## config.mk

```make
export PLATFORM = sky130hd
export DESIGN_NAME = scp_light_conditioner
export DESIGN_NICKNAME = d
export VERILOG_FILES = /design/src/rtl/scp_light_conditioner.sv
export SDC_FILE = /design/constraint.sdc
export NUM_CORES = 1
export LEC_CHECK = 0
export CORE_UTILIZATION = 35
export CTS_BUF_LIST = sky130_fd_sc_hd__clkbuf_2 sky130_fd_sc_hd__clkbuf_4 sky130_fd_sc_hd__clkbuf_8
export CTS_CLUSTER_DIAMETER = 40
export CTS_CLUSTER_SIZE = 16
export DETAILED_ROUTE_END_ITERATION = 7
export GPL_TIMING_DRIVEN = 0
export PLACE_DENSITY_LB_ADDON = 0.15
export SYNTH_ARGS = -nofsm -noshare
export SYNTH_HDL_FRONTEND = slang
export SYNTH_SLANG_ARGS = --single-unit
```

## constraint.sdc

```tcl
create_clock -name clock -period 1.47 [get_ports clock]
set_input_delay 0.147 -clock clock [delete_from_list [all_inputs] [get_ports clock]]
set_output_delay 0.147 -clock clock [all_outputs]
set_load 0.1 [all_outputs]
```

## src/rtl/scp_light_conditioner.sv

```systemverilog
// rtl/scp_light_conditioner.sv - synchronise, debounce and one-hot encode raw colour indicators
//
// Purpose: cleans three asynchronous indicator lines into a strictly one-hot
// registered colour for the scp_079 containment controller, flagging any
// multi-colour condition on the debounced inputs.
//
// Ports:
//   clock       in   system clock, rising edge
//   reset_n     in   asynchronous active-low reset
//   raw_green   in   unsynchronised green indicator
//   raw_yellow  in   unsynchronised yellow indicator
//   raw_red     in   unsynchronised red indicator
//   green       out  clean green level
//   yellow      out  clean yellow level
//   red         out  clean red level
//   fault       out  high while two or more debounced channels are high
//   change      out  one-cycle pulse when the output colour changes

module scp_light_conditioner #(
  parameter int DEBOUNCE_CYCLES = 3,
  parameter int CNT_W           = 4
) (
  input  logic clock,
  input  logic reset_n,
  input  logic raw_green,
  input  logic raw_yellow,
  input  logic raw_red,
  output logic green,
  output logic yellow,
  output logic red,
  output logic fault,
  output logic change
);

  localparam logic [CNT_W-1:0] CNT_LAST = CNT_W'(DEBOUNCE_CYCLES - 1);

  // One-hot state encoding so the colour outputs come straight off flops.
  typedef enum logic [2:0] {
    S_GREEN  = 3'b001,
    S_YELLOW = 3'b010,
    S_RED    = 3'b100
  } state_e;

  logic [2:0] raw_vec;
  logic [2:0] sync1_q;
  logic [2:0] sync2_q;
  logic [2:0] stable_vec;

  state_e state_q, state_d;
  logic   fault_q, fault_d;
  logic   change_q, change_d;

  // Channel order {red, yellow, green}.
  assign raw_vec = {raw_red, raw_yellow, raw_green};

  always_ff @(posedge clock or negedge reset_n) begin
    if (!reset_n) begin
      sync1_q <= '0;
      sync2_q <= '0;
    end else begin
      sync1_q <= raw_vec;
      sync2_q <= sync1_q;
    end
  end

  for (genvar i = 0; i < 3; i++) begin : g_debounce
    logic             stable_q;
    logic [CNT_W-1:0] cnt_q;

    // The counter restarts whenever the synced value agrees with the stable
    // value, so a glitch shorter than DEBOUNCE_CYCLES never gets through.
    always_ff @(posedge clock or negedge reset_n) begin
      if (!reset_n) begin
        stable_q <= 1'b0;
        cnt_q    <= '0;
      end else if (sync2_q[i] == stable_q) begin
        cnt_q <= '0;
      end else if (cnt_q == CNT_LAST) begin
        stable_q <= sync2_q[i];
        cnt_q    <= '0;
      end else begin
        cnt_q <= cnt_q + 1'b1;
      end
    end

    assign stable_vec[i] = stable_q;
  end

  // State register.
  always_ff @(posedge clock or negedge reset_n) begin
    if (!reset_n) begin
      state_q  <= S_RED;
      fault_q  <= 1'b0;
      change_q <= 1'b0;
    end else begin
      state_q  <= state_d;
      fault_q  <= fault_d;
      change_q <= change_d;
    end
  end

  // Next-state logic: all-off holds the last colour; conflicts resolve
  // red > yellow > green and raise fault for as long as they persist.
  always_comb begin
    state_d = state_q;
    fault_d = 1'b0;
    case (stable_vec)
      3'b000: state_d = state_q;
      3'b001: state_d = S_GREEN;
      3'b010: state_d = S_YELLOW;
      3'b100: state_d = S_RED;
      default: begin
        fault_d = 1'b1;
        state_d = stable_vec[2] ? S_RED : S_YELLOW;
      end
    endcase
    change_d = (state_d != state_q);
  end

  // Output decode.
  always_comb begin
    green  = state_q[0];
    yellow = state_q[1];
    red    = state_q[2];
    fault  = fault_q;
    change = change_q;
  end

endmodule
```

==> results.sh <==
export IMPL_grt_pass1_vias=629
export IMPL_wl_per_cell_um=10.43
export IMPL_synth_edf_count=0
export IMPL_dp_hpwl_um=960.7
export IMPL_criticalPathCategory="reg -> out"
export IMPL_multi_input_area_um2=379.1
export IMPL_numPortBuffers=9
export IMPL_r2r_start="state_q[1]"
export IMPL_drtIter0Drc=33
export IMPL_ir_worst_vdd_v=0.0007988
export IMPL_clock_sinks=26
export IMPL_clock_latency_ns=0.32
export IMPL_dr_pass1_iters=6
export IMPL_p_per_area_nw_per_um2=2254
export IMPL_synth_top_cell_area_share_pct=58.62
export IMPL_path_cells="clkdlybuf4s18_2"
export IMPL_rrSetupSlack_ns=0.27
export IMPL_start_util_pct=37.73
export IMPL_critPathRequiredTime_ns=1.32
export IMPL_clkTransAtPathRegs_ns=0.14
export IMPL_cp_end_kind="output pin"
export IMPL_antenna_found_initial=0
export IMPL_vias_per_cell=4.694
export IMPL_synthArstFlopShare_pct=100.0
export IMPL_critPathMaxFanout=5
export IMPL_antenna_left=0
export IMPL_core_um2=2829
export IMPL_synth_area_leaders="dfrtp_1 (59%), ha_1 (7.0%), nor2_1 (7.0%)"
export IMPL_synth_ff_type="dfrtp_1"
export IMPL_crit_start="state_q[1]"
export IMPL_period_minus_slack_ns=1.417
export IMPL_violations="DRC"
export IMPL_synth_nets=101
export IMPL_cellLeakagePower_uw=0.0005971
export IMPL_yosys_area_share_simple_pct=13.01
export IMPL_ys_top_cells_by_count="dfrtp_1 (25), nor2_1 (20), ha_1 (6), xnor2_1 (6)"
export IMPL_startpoint_type="register"
export IMPL_finalCritPeriodShare_pct=96.37
export IMPL_grt_pass1_wl_um=2601
export IMPL_h_tree_depth=1
export IMPL_reg2regPathDepth=3
export IMPL_synth_area_per_cell_um2=11.86
export IMPL_setup_viol=0
export IMPL_nFillCells=270
export IMPL_tns_ns=0
export IMPL_hp_class="in -> async"
export IMPL_fp_dieW_um=57.22
export IMPL_slowest_delay_ns=0.55
export IMPL_drive_gt1_share_pct=18.45
export IMPL_worst_r2r_endpoint="change"
export IMPL_synthCells=90
export IMPL_wirelength_um=1397
export IMPL_synthMuxAreaShare_pct=3.165
export IMPL_die_y_um=57.22
export IMPL_instances_no_fill=134
export IMPL_grt_ovfl_total=0
export IMPL_synth_seq_area_share_pct=61.08
export IMPL_vias=629
export IMPL_cp_top_family="buffers and inverters"
export IMPL_rows=19
export IMPL_crit_slowest_cell="clkdlybuf4s18_2"
export IMPL_cts_buffers=3
export IMPL_dp_cells=130
export IMPL_outcome="finished with violations"
export IMPL_synth_area_um2=1067
export IMPL_cts_root_buffer="clkbuf_4"
export IMPL_ios=10
export IMPL_finish_utilization_pct=44.23
export IMPL_gr_usage_all_layers_pct=10.67
export IMPL_dieArea_um2=3274
export IMPL_nNetsFinal=115
export IMPL_seqCellArea_um2=656.9
export IMPL_hold_viol_final=0
export IMPL_ctsLongestPathBuffers=2
export IMPL_yosysTopAreaCell="dfrtp_1"
export IMPL_crit_buf_inv=1
export IMPL_yosysMostFrequentCell="dfrtp_1"
export IMPL_drcViolationCount=4
export IMPL_cp_arrival_ns=1.27
export IMPL_rsz0062_at_grt="false"
export IMPL_antenna_cells=0
export IMPL_maxCapViolCount=0
export IMPL_synth_xor_area_share_pct=7.386
export IMPL_synth_seq_cells=26
export IMPL_yosysUniqueCellTypes=19
export IMPL_yosys_warnings=0
export IMPL_area_growth_pct=17.23
export IMPL_tritoncts="yes"
export IMPL_grt_max_degree=27
export IMPL_synth_top_family_by_area="simple AND/OR/NAND/NOR gates"
export IMPL_synth_compound_area_share_pct=4.924
export IMPL_synth_adder_area_share_pct=7.034
export IMPL_worst_slew_pin_slew_ns=1.115
export IMPL_skew_ns=0.01108
export IMPL_finalMaxSlewViolations=0
export IMPL_maxSlewHeadroom_pct=25.56
export IMPL_gp_congestion=0.6712
export IMPL_fmax_ghz=0.7059
==> through the flow <==
stage               area, um2  setup WS, ns  power (uW)  hold WS [ns]
global route             1251      0.002766        3009        0.1037
floorplan                1072       0.04608        2122       -0.1486
global placement         1201       -0.3506        2371        0.3310
finish                   1251       0.05342        2820       0.02008
detailed placement       1201       -0.3528        2396        0.3356
CTS                      1250       0.02051        2858        0.2281
==> cells in the final DEF, fill, tap and decap left out, types with 4 or more instances in the layout <==
| cell | instances |
|---|---|
| ha_1 | 6 |
| nand2_1 | 4 |
| inv_1 | 4 |
| dfrtp_1 | 23 |
| xnor2_1 | 6 |
| nor2_1 | 20 |
| a21o_1 | 4 |
==> report_power, final <==
part	switching, uW	internal (uW)
sequential	143	937
clock	206	276
combinational	858	400
total	1210	1610
==> layer usage <==
metal	part of all wire (%)	GRT usage, %	wire length, um
met4	1.2	2.091	17
met5	0	0	0
met3	5.0	5.442	70
met1	47	11.98	650
met2	47	18.32	659
==> kinds of logic (layout without fill, tap and decap cells) <==
group	Yosys count	in the layout
flops	26	26
compound gates	7	7
mux	3	3
buf+inv	7	20
simple gates	32	32
xor+xnor	9	9
fa+ha+maj	6	6
==> sequential cells by signal, indices dropped and copies added (netlist names) <==
register / cells
fault: 1
sync1_q: 3
g_debounce.cnt_q: 12
change: 1
state_q: 3
sync2_q: 3
g_debounce.stable_q: 3
==> what timing repair did <==
item / CTS / global route
hold buffers: 0 / 0
endpoints found under the setup margin: 5 / 2
setup buffers: 0 / 0
gates resized for setup: 20 / 2
==> how the worst max path moves through the flow <==
stage,endpoint,cells past startpoint
after floorplan,change,3
after global placement,red,1
final,yellow,1
after detailed placement,red,1
after global routing,yellow,1
after CTS,yellow,1
==> cell type report <==
class,instances,area share (%)
Buffer,3,1.700
Inverter,4,1.200
Sequential cell,26,52.50
Multi-Input combinational cell,57,30.30
Clock buffer,3,1.800
Timing Repair Buffer,9,7.000
Tap cell,31,3.100
Clock inverter,1,2.400
(Power assumes the default switching activity.)
